[config.mk]
export PLATFORM = sky130hd
export DESIGN_NAME = keypad_scanner
export DESIGN_NICKNAME = d
export VERILOG_FILES = /design/src/rtl/keypad_pkg.sv /design/src/rtl/keypad_row_sync.sv /design/src/rtl/keypad_scanner.sv
export SDC_FILE = /design/constraint.sdc
export NUM_CORES = 1
export LEC_CHECK = 0
export BUFFER_PORTS_ARGS = -buffer_cell sky130_fd_sc_hd__buf_2
export CORE_MARGIN = 1.5
export CORE_UTILIZATION = 35
export CTS_BUF_LIST = sky130_fd_sc_hd__clkbuf_4 sky130_fd_sc_hd__clkbuf_8 sky130_fd_sc_hd__clkbuf_16
export CTS_CLUSTER_DIAMETER = 120
export DETAILED_ROUTE_END_ITERATION = 7
export MAX_ROUTING_LAYER = met4
export SYNTH_ARGS = -nofsm -noshare
export SYNTH_HDL_FRONTEND = slang
export SYNTH_SLANG_ARGS = --single-unit
[constraint.sdc]
create_clock -name clk -period 2.55 [get_ports clk]
set_input_delay 0.6375 -clock clk [delete_from_list [all_inputs] [get_ports clk]]
set_output_delay 0.6375 -clock clk [all_outputs]
set_load 0.02 [all_outputs]
[src/rtl/keypad_pkg.sv]
// Shared types and constants for the 4x4 keypad scan engine.
package keypad_pkg;

   typedef enum logic [1:0] {
      SCAN     = 2'd0,
      DEBOUNCE = 2'd1,
      HELD     = 2'd2,
      RELEASE  = 2'd3
   } kp_state_t;

   localparam int KP_ROWS   = 4;
   localparam int KP_COLS   = 4;
   localparam int KP_CODE_W = 4;
   localparam int KP_IDX_W  = 2;

   localparam logic [KP_ROWS-1:0] ROW_IDLE = 4'hF;

   // Index of the lowest row line pulled low; 0 when no line is low.
   function automatic logic [KP_IDX_W-1:0] lowest_low_row(input logic [KP_ROWS-1:0] pat);
      logic [KP_IDX_W-1:0] idx;
      idx = '0;
      for (int i = KP_ROWS - 1; i >= 0; i--) begin
         if (!pat[i]) idx = KP_IDX_W'(i);
      end
      return idx;
   endfunction

endpackage

[src/rtl/keypad_row_sync.sv]
// Two-flop synchronizer for the asynchronous, active-low keypad rows.
module keypad_row_sync
   import keypad_pkg::*;
(
   input  logic               clk,
   input  logic               reset,
   input  logic [KP_ROWS-1:0] i_row,
   output logic [KP_ROWS-1:0] o_row
);

   logic [KP_ROWS-1:0] r_meta;
   logic [KP_ROWS-1:0] r_sync;

   // Resets to the idle (all released) pattern so no phantom press is seen.
   always_ff @(posedge clk) begin
      if (!reset) begin
         r_meta <= ROW_IDLE;
         r_sync <= ROW_IDLE;
      end else begin
         r_meta <= i_row;
         r_sync <= r_meta;
      end
   end

   assign o_row = r_sync;

endmodule

[src/rtl/keypad_scanner.sv]
// 4x4 keypad scan engine: column drive, slot divider, debounce FSM, key outputs.
module keypad_scanner
   import keypad_pkg::*;
#(
   parameter int SCAN_DIV     = 50000,
   parameter int DEBOUNCE_CNT = 4
)
(
   input  logic                 clk,
   input  logic                 reset,
   input  logic [KP_ROWS-1:0]   row,
   output logic [KP_COLS-1:0]   column,
   output logic [KP_CODE_W-1:0] key_code,
   output logic                 key_valid,
   output logic                 key_down,
   output logic                 interrupt,
   input  logic                 int_ack
);

   localparam int DIV_W = $clog2(SCAN_DIV);
   localparam int DBC_W = $clog2(DEBOUNCE_CNT + 1);
   localparam logic [DIV_W-1:0] DIV_LAST = DIV_W'(SCAN_DIV - 1);
   localparam logic [DBC_W-1:0] DBC_MAX  = DBC_W'(DEBOUNCE_CNT);
   localparam logic [DBC_W-1:0] DBC_ONE  = DBC_W'(1);

   // Debounce counter increment that sticks at its terminal value.
   function automatic logic [DBC_W-1:0] sat_inc(input logic [DBC_W-1:0] cnt);
      return (cnt == DBC_MAX) ? cnt : cnt + DBC_ONE;
   endfunction

   logic [KP_ROWS-1:0]   w_row;
   logic                 w_sample;
   kp_state_t            r_state, w_state_nx;
   logic [DIV_W-1:0]     r_div;
   logic [DBC_W-1:0]     r_cnt, w_cnt_nx;
   logic [KP_IDX_W-1:0]  r_col, w_col_nx;
   logic [KP_IDX_W-1:0]  r_cand_row, w_cand_row_nx;
   logic [KP_ROWS-1:0]   r_cand_pat, w_cand_pat_nx;
   logic                 w_accept;
   logic                 w_release;
   logic [KP_CODE_W-1:0] r_code;
   logic                 r_valid;
   logic                 r_down;
   logic                 r_int;

   keypad_row_sync u_row_sync (
      .clk   (clk),
      .reset (reset),
      .i_row (row),
      .o_row (w_row)
   );

   assign w_sample = (r_div == DIV_LAST);

   // Free-running slot divider; rows are only looked at on its last count.
   always_ff @(posedge clk) begin
      if (!reset) r_div <= '0;
      else if (w_sample) r_div <= '0;
      else r_div <= r_div + DIV_W'(1);
   end

   // State, column index, debounce count and captured candidate.
   always_ff @(posedge clk) begin
      if (!reset) begin
         r_state    <= SCAN;
         r_cnt      <= '0;
         r_col      <= '0;
         r_cand_row <= '0;
         r_cand_pat <= ROW_IDLE;
      end else begin
         r_state    <= w_state_nx;
         r_cnt      <= w_cnt_nx;
         r_col      <= w_col_nx;
         r_cand_row <= w_cand_row_nx;
         r_cand_pat <= w_cand_pat_nx;
      end
   end

   // Next-state logic; everything only moves on a sample point.
   always_comb begin
      w_state_nx    = r_state;
      w_cnt_nx      = r_cnt;
      w_col_nx      = r_col;
      w_cand_row_nx = r_cand_row;
      w_cand_pat_nx = r_cand_pat;
      w_accept      = 1'b0;
      w_release     = 1'b0;
      if (w_sample) begin
         unique case (r_state)
            SCAN: begin
               if (w_row == ROW_IDLE) begin
                  w_col_nx = r_col + KP_IDX_W'(1);
               end else begin
                  w_cand_row_nx = lowest_low_row(w_row);
                  w_cand_pat_nx = w_row;
                  w_cnt_nx      = DBC_ONE;
                  w_state_nx    = DEBOUNCE;
               end
            end
            DEBOUNCE: begin
               if (w_row == r_cand_pat) begin
                  w_cnt_nx = sat_inc(r_cnt);
                  if (sat_inc(r_cnt) == DBC_MAX) begin
                     w_accept   = 1'b1;
                     w_state_nx = HELD;
                  end
               end else begin
                  w_state_nx = SCAN;
                  w_col_nx   = r_col + KP_IDX_W'(1);
               end
            end
            HELD: begin
               if (w_row == ROW_IDLE) begin
                  w_cnt_nx   = DBC_ONE;
                  w_state_nx = RELEASE;
               end
            end
            RELEASE: begin
               if (w_row == ROW_IDLE) begin
                  w_cnt_nx = sat_inc(r_cnt);
                  if (sat_inc(r_cnt) == DBC_MAX) begin
                     w_release  = 1'b1;
                     w_state_nx = SCAN;
                     w_col_nx   = r_col + KP_IDX_W'(1);
                  end
               end else begin
                  w_state_nx = HELD;
               end
            end
            default: w_state_nx = SCAN;
         endcase
      end
   end

   // Key outputs; an accepted press beats a simultaneous interrupt acknowledge.
   always_ff @(posedge clk) begin
      if (!reset) begin
         r_code  <= '0;
         r_valid <= 1'b0;
         r_down  <= 1'b0;
         r_int   <= 1'b0;
      end else begin
         r_valid <= w_accept;
         if (w_accept) r_code <= {r_cand_row, r_col};
         if (w_accept) r_down <= 1'b1;
         else if (w_release) r_down <= 1'b0;
         if (w_accept) r_int <= 1'b1;
         else if (int_ack) r_int <= 1'b0;
      end
   end

   assign column    = ~(4'b0001 << r_col);
   assign key_code  = r_code;
   assign key_valid = r_valid;
   assign key_down  = r_down;
   assign interrupt = r_int;

endmodule

## After elaboration in Yosys (flattened, before gate mapping)

Cells that the tools add are included.

- Register bits: 44
- Input bits: 7
- Output and inout bits: 11

- Equality and inequality tests: 17
- Shift operators: 1
- Multiplexer cells: 33
- Reduce and logical (&&, ||, !) cells: 9
- Add/subtract/negate cells: 3
- Bitwise gates (word level): 3

Operator list:

| cell | number |
|---|---|
| $mux 2 | 14 |
| $add 16x1->16 const B | 1 |
| $eq 16x16->1 const B | 1 |
| $mux 3 | 5 |
| $ne 2x2->1 const B | 7 |
| $pmux 3 s4 | 1 |
| $mux 1 | 11 |
| $reduce_and 5->1 | 2 |
| $pmux 2 s4 | 1 |
| $eq 3x3->1 const B | 2 |
| $ne 3x3->1 const B | 2 |
| $pmux 2 s3 | 1 |
| $reduce_and 6->1 | 1 |
| $eq 2x2->1 const B | 2 |
| $eq 4x4->1 | 1 |
| $eq 4x4->1 const B | 1 |
| $not 4->4 | 1 |
| $reduce_bool 2->1 | 2 |
| $shl 1x2->4 const A | 1 |
| $add 3x1->3 const B | 1 |
| $reduce_and 3->1 | 1 |
| $reduce_bool 3->1 | 1 |
| $add 2x1->2 const B | 1 |
| $eq 2x1->1 const B | 1 |
| 3 further kinds | 4 |

## Logic depth before layout (Yosys ltp)

Gate-level depths: netlist of the first run.

- Depth after elaboration: 9
- Mapped depth: 7

## Hierarchy

Synthesis of the first run repeated with hierarchy kept, for this count alone.

- Cells, all modules: 216
- Area, all modules: 1939.4 sq um

By module, submodules not included:

| module | cells an instance | seq. area each (sq um) | instances | area an instance (sq um) |
|---|---|---|---|---|
| keypad_scanner | 200 | 720.7 | 1 | 1729.2 |
| keypad_row_sync | 16 | 160.2 | 1 | 210.2 |

## Worst setup path before layout of the first run

Ideal clock, no wire load.

- Path kind: flip-flop to flip-flop
- Start: register r_div[0]
- End: register r_down, in the netlist key_down
- Data arrival time: 1.720 ns
- Data required time: 2.416 ns
- Path slack: 0.695 ns
- Cell stages (with the launch flop): 8
- Period minus slack after synthesis: 1.855 ns
- Buffers on the path: 2
- Cells stage by stage: dfxtp_1 ha_1 and3_1 buf_1 nand4_2 clkbuf_2 o311ai_0 o31ai_1

- Word-level cells in the longest chain between the ends: 3

RTL lines:

| element | RTL line | RTL |
|---|---|---|
| start: declaration | keypad_scanner.sv:34 | `logic [DIV_W-1:0] r_div;` |
| start signal: assignment | keypad_scanner.sv:59 | `else r_div <= r_div + DIV_W'(1);` |
| $eq 16x16->1 * | keypad_scanner.sv:53 | `assign w_sample = (r_div == DIV_LAST);` |
| $mux 1 | keypad_scanner.sv:88 | `if (w_sample) begin` |
| $mux 1 / $reduce_bool 2->1 (equally long branches) | -- |  |
| end signal: assignment | keypad_scanner.sv:140 | `r_down <= 1'b0;` |
| end signal: assignment | keypad_scanner.sv:145 | `if (w_accept) r_down <= 1'b1;` |
| end signal: assignment | keypad_scanner.sv:146 | `else if (w_release) r_down <= 1'b0;` |
| end: declaration | keypad_scanner.sv:43 | `logic r_down;` |

Every way passes the cells marked *; elsewhere a longest branch is shown, timed or not.
A chain may end at the register's enable or synchronous reset.

## Final worst setup path of the first run

- Start: register r_div[0]
- End: register r_code[2], in the netlist key_code[2]

- Word-level cells in the longest chain between the ends: 2

RTL lines:

| element | RTL line | RTL |
|---|---|---|
| $eq 16x16->1 | keypad_scanner.sv:53 |  |
| $mux 1 | keypad_scanner.sv:88 |  |
| end signal: assignment | keypad_scanner.sv:144 | `if (w_accept) r_code <= {r_cand_row, r_col};` |
| end: declaration | keypad_scanner.sv:41 | `logic [KP_CODE_W-1:0] r_code;` |

No other way between the ends.

==> results of run 1 <==
kinds of logic (layout without fill, tap and decap cells):
kind of cell / count (synthesis) / in the layout
fa+ha+maj: 7 / 7
flops: 44 / 44
mux: 6 / 6
buf+inv: 22 / 39
xor+xnor: 16 / 16
simple gates: 95 / 95
compound gates: 40 / 40
worst paths after layout:
check	end	depth (start not counted)	slack (ns)	startpoint
max reg2reg	key_code[2]$_SDFFE_PN0P_	5	0.41	r_div[0]$_SDFF_PP0_
min reg2reg	u_row_sync.o_row[2]$_SDFF_PN1_	1	0.41	u_row_sync.r_meta[2]$_SDFF_PN1_
max	key_code[2]$_SDFFE_PN0P_	5	0.41	r_div[0]$_SDFF_PP0_
min	u_row_sync.o_row[2]$_SDFF_PN1_	1	0.41	u_row_sync.r_meta[2]$_SDFF_PN1_
stage by stage:
stage / instance area [sq um] / cells / power (W) / setup WS [ns] / hold WS (ns)
final: 2400 / 322 / 0.00135 / 0.409 / 0.410
after global routing: 2400 / 322 / 0.00139 / 0.153 / 0.432
after CTS: 2400 / 322 / 0.00136 / 0.381 / 0.412
after detailed placement: 2280 / 314 / 0.000795 / 0.393 / 0.391
after global placement: 2280 / 314 / 0.000794 / 0.535 / 0.387
after floorplan: 2130 / 230 / 0.000774 / 0.695 / 0.386
where the power goes:
group	internal (W)	switching (W)	leakage [nW]
logic	0.0000246	0.0000432	0.479
registers	0.000699	0.0000112	0.357
clock network	0.000320	0.000249	0.0614
total	0.00104	0.000303	0.898
worst reg2reg max path, cell delays in order (launching register included):
cell and delay (ns):
sky130_fd_sc_hd__dfxtp_1 0.41, sky130_fd_sc_hd__ha_1 0.25, sky130_fd_sc_hd__and3_1 0.29, sky130_fd_sc_hd__nand4_2 0.35, sky130_fd_sc_hd__nor4_4 0.53, sky130_fd_sc_hd__mux2i_1 0.23
area by class of cell:
class	instances	area, sq um
Tap cell	75	93.8
Multi-Input combinational cell	164	1170
Clock inverter	2	38.8
Clock buffer	6	82.6
Timing Repair Buffer	18	92.6
Inverter	13	48.8
Fill cell	604	3480
Sequential cell	44	881
layout by cell type, fill, tap and decap left out, drive strengths merged, types with 2 or more instances in the layout:
cell type,count
a21oi,6
a31oi,2
a41oi,6
and2,4
and3,4
and3b,2
and4,6
and4bb,2
buf,18
clkbuf,6
dfxtp,44
ha,7
inv,13
mux2i,6
nand2,15
nand2b,8
nand3,15
nand4,8
nor2,16
nor2b,3
nor3,3
o211ai,2
o21a,2
o21ai,9
o311ai,4
o31a,2
o31ai,2
or3,2
xnor2,2
xor2,14
registers in the layout, indices dropped and copies added (netlist names):
| register | cells |
|---|---|
| key_valid | 1 |
| r_cand_pat | 4 |
| key_code | 4 |
| key_down | 1 |
| interrupt | 1 |
| r_state | 2 |
| u_row_sync.o_row | 4 |
| r_cnt | 3 |
| r_cand_row | 2 |
| u_row_sync.r_meta | 4 |
| r_col | 2 |
| r_div | 16 |
metal layers:
layer  share of wire [%]  vias up
li1                    -      870
met3                 3.7        5
met4                 1.5        0
met1                  50      773
met5                   0        -
met2                  45       27
==> impl_metrics.ini, run 1 <==
[synthesis]
ys_warn_count = 0
synth_compound_area_share_pct = 13.9
synthSimpleGateAreaFrac_pct = 27.3
yosys.area_share.xor_xnor_pct = 6.57
synth_common_cells = 44 x sky130_fd_sc_hd__dfxtp_1, 16 x sky130_fd_sc_hd__nor2_1, 15 x sky130_fd_sc_hd__nand2_1, 15 x sky130_fd_sc_hd__nand3_1, 14 x sky130_fd_sc_hd__xor2_1
synth_ff_type = sky130_fd_sc_hd__dfxtp_1
synth-adder-area-share_pct = 4.11
mappedNetlistNets = 244
synth_cell_type_count = 48
synth_edf_count = 0
synth_top_area_share_pct = 41.3
synthArstFlopShare_pct = 0
synthMostInstantiatedCell = sky130_fd_sc_hd__dfxtp_1
syn-mean-instance-area_sq_um = 9.28
synthesis.area_sq_um = 2130
synthMuxAreaShare_pct = 2.82
post_synth_inst_count = 230
netlist.top_cell.by_area = sky130_fd_sc_hd__dfxtp_1
synth_top_cells_by_area = sky130_fd_sc_hd__dfxtp_1 41%, sky130_fd_sc_hd__xor2_1 5.7%, sky130_fd_sc_hd__ha_1 4.1%
post_synthesis_sequential_area_ratio_pct = 41.3
synth_seq_cells = 44
largest_family_of_logic_cells_by_synthesized_area = simple AND/OR/NAND/NOR gates

[worst_setup_path]
critical_path_peak_fanout = 14
cp.required_ns = 2.78
critical_path.cell_chain = ha_1 > and3_1 > nand4_2 > nor4_4 > mux2i_1
cp_top_family = simple AND/OR/NAND/NOR gates
critPathKind = reg2reg
cp.arrival_ns = 2.37
critical-path-max-stage-delay_ns = 0.53
start_kind = flop
cp.buffers_inverters = 0
slowest_stage = sky130_fd_sc_hd__nor4_4
worst_setup_path_end_kind = flop

[floorplan]
core_region_area_sq_um = 5890
rows = 28
num_io_pins = 18
die_w_um = 81.1
initial_utilization_pct = 36.2
floorplan.die.height_um = 81.1
die_area_sq_um = 6570

[grt]
grt_antenna_before_repair = 0
grt_util_all_layers_pct = 14.4
grtUsageMet3_pct = 3.15
via_count_of_the_first_global_routing_pass = 1509
global_route.usage.met2_pct = 22.4
use_met1_pct = 18.2
global_route.peak_usage_layer = met2
grt_first_pass_wirelength_mm = 7.09
pin_count_of_the_biggest_net_entering_global_routing = 32
grt.overflow.total = 0

[detailed_routing]
detail_route.wl_per_cell_um = 13.0
detail_route.vias_per_cell = 5.20
via_count = 1675
route.final.wire_length_mm = 4.20
dr.pass1.iters = 4
ant_nets = 0
initial_detailed_routing_violation_count = 68
drcViolationCount = 0

[clock_tree]
cts_repair_resize_count = 0
htree_levels = 2
cts_root_buf = sky130_fd_sc_hd__clkbuf_8
cts_sinks = 44
clk_pin_slew_ns = 0.08
cts_setup_buffers = 0
ctsHoldBuffers = 0
max-clock-path-buffers = 2
cts_tree = done
cts_made_buffers = 5
clock_latency_ns = 0.30

[timing]
final-max-slew-violation-count = 0
fin_crit_ns = 2.14
achievable-frequency_mhz = 467
maxSlewHeadroom_pct = 63.4
timing.clock.skew_ns = 0.0112
finalHoldViolCount = 0
tightestPinTransition_ns = 0.544
grt_setup_unrepaired = no
post-route-period-util_pct = 84.0
finalSetupTns_ns = 0
finish_stage_setup_viols = 0

[flow_run]
max_cap_viols = 0

[pwr]
static-leakage-power_nw = 0.898
power.density_cell_area_nw_per_um2 = 561
vdd_ir_drop_max_mv = 0.267

[layout]
post-route-util_pct = 40.8
n_antenna_cell = 0
drive_above_1_share_pct = 15.0
nets = 260
flow.area_growth_from_synthesis_pct = 12.7

[place]
gpl_wtd_cong = 0.794
dp.final_hpwl_mm = 3.01
port_buffers = 17

[outcome]
run_status = complete, no violations

[hold_path]
worstHoldPathType = reg2reg
(Power assumes the default switching activity.)
==> run 2, diff against run 1 <==
--- a/config.mk
+++ b/config.mk
@@ -5,6 +5,7 @@
 export SDC_FILE = /design/constraint.sdc
 export NUM_CORES = 1
 export LEC_CHECK = 0
+export ABC_AREA = 1
 export BUFFER_PORTS_ARGS = -buffer_cell sky130_fd_sc_hd__buf_2
 export CORE_MARGIN = 1.5
 export CORE_UTILIZATION = 35
==> constraint.sdc (replaced) <==
create_clock -name clk -period 2.1 [get_ports clk]
set_input_delay 0.525 -clock clk [delete_from_list [all_inputs] [get_ports clk]]
set_output_delay 0.525 -clock clk [all_outputs]
set_load 0.02 [all_outputs]
==> run 2 against run 1 <==
Worst hold slack hardly changed; final cell count grew 23%; synthesized cell count rose by 29%; combinational power rose by 3.7%; flip-flop and latch count stayed put.
==> impl_metrics.ini, run 2 <==
[grt]
pin_count_of_the_biggest_net_entering_global_routing = 17
grt_antenna_before_repair = 0
via_count_of_the_first_global_routing_pass = 1666
grt_first_pass_wirelength_mm = 6.97
grt.overflow.total = 0
grt_util_all_layers_pct = 13.6

[place]
dp.final_hpwl_mm = 2.89
placed_cells_incl_taps = 388
port_buffers = 17
gpl_wtd_cong = 0.775

[flow_run]
max_cap_viols = 0

[synthesis]
synth_top_area_share_pct = 39.7
synthSimpleGateAreaFrac_pct = 36.6
post_synth_inst_count = 297
synthArstFlopShare_pct = 0
synth_compound_area_share_pct = 9.88
mappedNetlistNets = 311
netlist.top_cell.by_area = sky130_fd_sc_hd__dfxtp_1
synth-adder-area-share_pct = 3.95
largest_family_of_logic_cells_by_synthesized_area = simple AND/OR/NAND/NOR gates
synthMostInstantiatedCell = sky130_fd_sc_hd__nand2_1
post_synthesis_sequential_area_ratio_pct = 39.7
synth_cell_type_count = 34
synthesis.area_sq_um = 2220
synth_edf_count = 0
syn-mean-instance-area_sq_um = 7.47
synth_seq_cells = 44
synth_common_cells = 61 x sky130_fd_sc_hd__nand2_1, 44 x sky130_fd_sc_hd__dfxtp_1, 39 x sky130_fd_sc_hd__nor2_1, 34 x sky130_fd_sc_hd__inv_1, 19 x sky130_fd_sc_hd__a21oi_1
synthMuxAreaShare_pct = 0
yosys.area_share.xor_xnor_pct = 1.98
synth_top_cells_by_area = sky130_fd_sc_hd__dfxtp_1 40%, sky130_fd_sc_hd__nand2_1 10%, sky130_fd_sc_hd__nor2_1 6.6%
ys_warn_count = 0
synth_ff_type = sky130_fd_sc_hd__dfxtp_1

[timing]
achievable-frequency_mhz = 582
fin_crit_ns = 1.72
hold-worst-slack_ns = 0.410
finalHoldViolCount = 0
grt_setup_unrepaired = no
tightestPinTransition_ns = 0.427
final-max-slew-violation-count = 0
finalSetupTns_ns = 0
post-route-period-util_pct = 81.9
timing.clock.skew_ns = 0.00588
finish_stage_setup_viols = 0
maxSlewHeadroom_pct = 71.5

[floorplan]
rows = 28
core_region_area_sq_um = 6030
die_area_sq_um = 6820
initial_utilization_pct = 36.8
floorplan.die.height_um = 82.6
num_io_pins = 18
die_w_um = 82.6

[clock_tree]
clock_latency_ns = 0.29
ctsHoldBuffers = 0
cts_setup_buffers = 0
cts_tree = done
clk_pin_slew_ns = 0.08
cts_repair_resize_count = 0
cts_made_buffers = 5
htree_levels = 2
cts_sinks = 44
cts_root_buf = sky130_fd_sc_hd__clkbuf_8
max-clock-path-buffers = 2

[detailed_routing]
drcViolationCount = 0
ant_nets = 0
route.final.wire_length_mm = 3.85
via_count = 1793
detail_route.wl_per_cell_um = 9.71
initial_detailed_routing_violation_count = 91
dr.pass1.iters = 4
detail_route.vias_per_cell = 4.53

[layout]
flow.area_growth_from_synthesis_pct = 13.0
largest_reg_flops = 16
mostFrequentLayoutCell = sky130_fd_sc_hd__nand2_1
post-route-util_pct = 41.6
drive_above_1_share_pct = 22.1
filler_cell_count = 636
most-common-layout-cells = 61 x sky130_fd_sc_hd__nand2_1, 44 x sky130_fd_sc_hd__dfxtp_1, 39 x sky130_fd_sc_hd__nor2_1
n_antenna_cell = 0
regMostFlops = r_div
nets = 334
fin_cells = 396

[worst_setup_path]
critical_path.most_common_cell = sky130_fd_sc_hd__inv_1
critical_path.cell_chain = inv_1 > ha_1 > inv_1 > buf_2
cp_top_family = flip-flops
worst_setup_path_end_kind = output port
cp.buffers_inverters = 3
critPathKind = reg2out
cp.required_ns = 1.57
timing.critical_path.depth = 4
critical-path-max-stage-delay_ns = 0.40
critical_path_peak_fanout = 4
start_kind = flop
slowest_stage = sky130_fd_sc_hd__dfxtp_1
worst_r2r_path_depth = 9
cp.arrival_ns = 1.19

[pwr]
power.density_cell_area_nw_per_um2 = 624
static-leakage-power_nw = 1.09
power.total_w = 0.00156
vdd_ir_drop_max_mv = 0.374

[outcome]
run_status = complete, no violations

[hold_path]
worstHoldPathCells = 2
worstHoldPathType = in2reg
-- run 2: cell count changes after synthesis, sizes merged, moves of 8 or more --
| cell | change |
|---|---|
| nor2 | +38 |
| xor2 | -11 |
| a21oi | +13 |
| nand2 | +51 |
| or2 | +8 |
| nand2b | -8 |
| inv | +26 |
| o21ai | +12 |
-- run 2: where the power goes --
group	switching (W)	internal, W
sequential	0.00000837	0.000845
combinational	0.0000424	0.0000279
clock	0.000287	0.000352
-- run 2: final timing paths --
kind | startpoint | to | slack, ns
worst max register to register | r_div[0]$_SDFF_PP0_ | r_cand_row[1]$_SDFFE_PN0P_ | 0.43
worst min register to register | u_row_sync.r_meta[2]$_SDFF_PN1_ | u_row_sync.o_row[2]$_SDFF_PN1_ | 0.42
worst min-delay path | row[3] | u_row_sync.r_meta[3]$_SDFF_PN1_ | 0.41
worst max-delay path | r_col[0]$_SDFFE_PN0P_ | column[2] | 0.38
-- run 2: final cells by class --
cell class,instances,area (sq um),share of cell area [%]
Multi-Input combinational cell,209,1160,46.3
Sequential cell,44,881,35.1
Inverter,40,151,6.04
Timing Repair Buffer,20,108,4.29
Tap cell,75,93.8,3.74
Clock buffer,5,68.8,2.75
Clock inverter,3,42.5,1.70
-- run 2: routing by layer --
layer	up-vias	part of all wire, %	GRT usage [%]
met1	785	52	16.8
li1	978	-	-
met3	4	3.3	2.97
met4	0	1.2	5.00
met2	26	43	21.6
met5	-	0	-
-- run 2: logic make-up after synthesis --
logic type	after synthesis
and+or+nand+nor	155
buffers and inverters	44
DFF	44
AOI/OAI and AO/OA	42
adders and majority gates	7
xor gates and xnor gates	5
-- run 2: metrics by stage --
| step | setup WS, ns | cell area, sq um |
|---|---|---|
| global route | 0.223 | 2510 |
| floorplan | 0.568 | 2220 |
| CTS | 0.357 | 2510 |
| finish | 0.381 | 2510 |
| global placement | 0.448 | 2390 |
| detailed placement | 0.414 | 2390 |
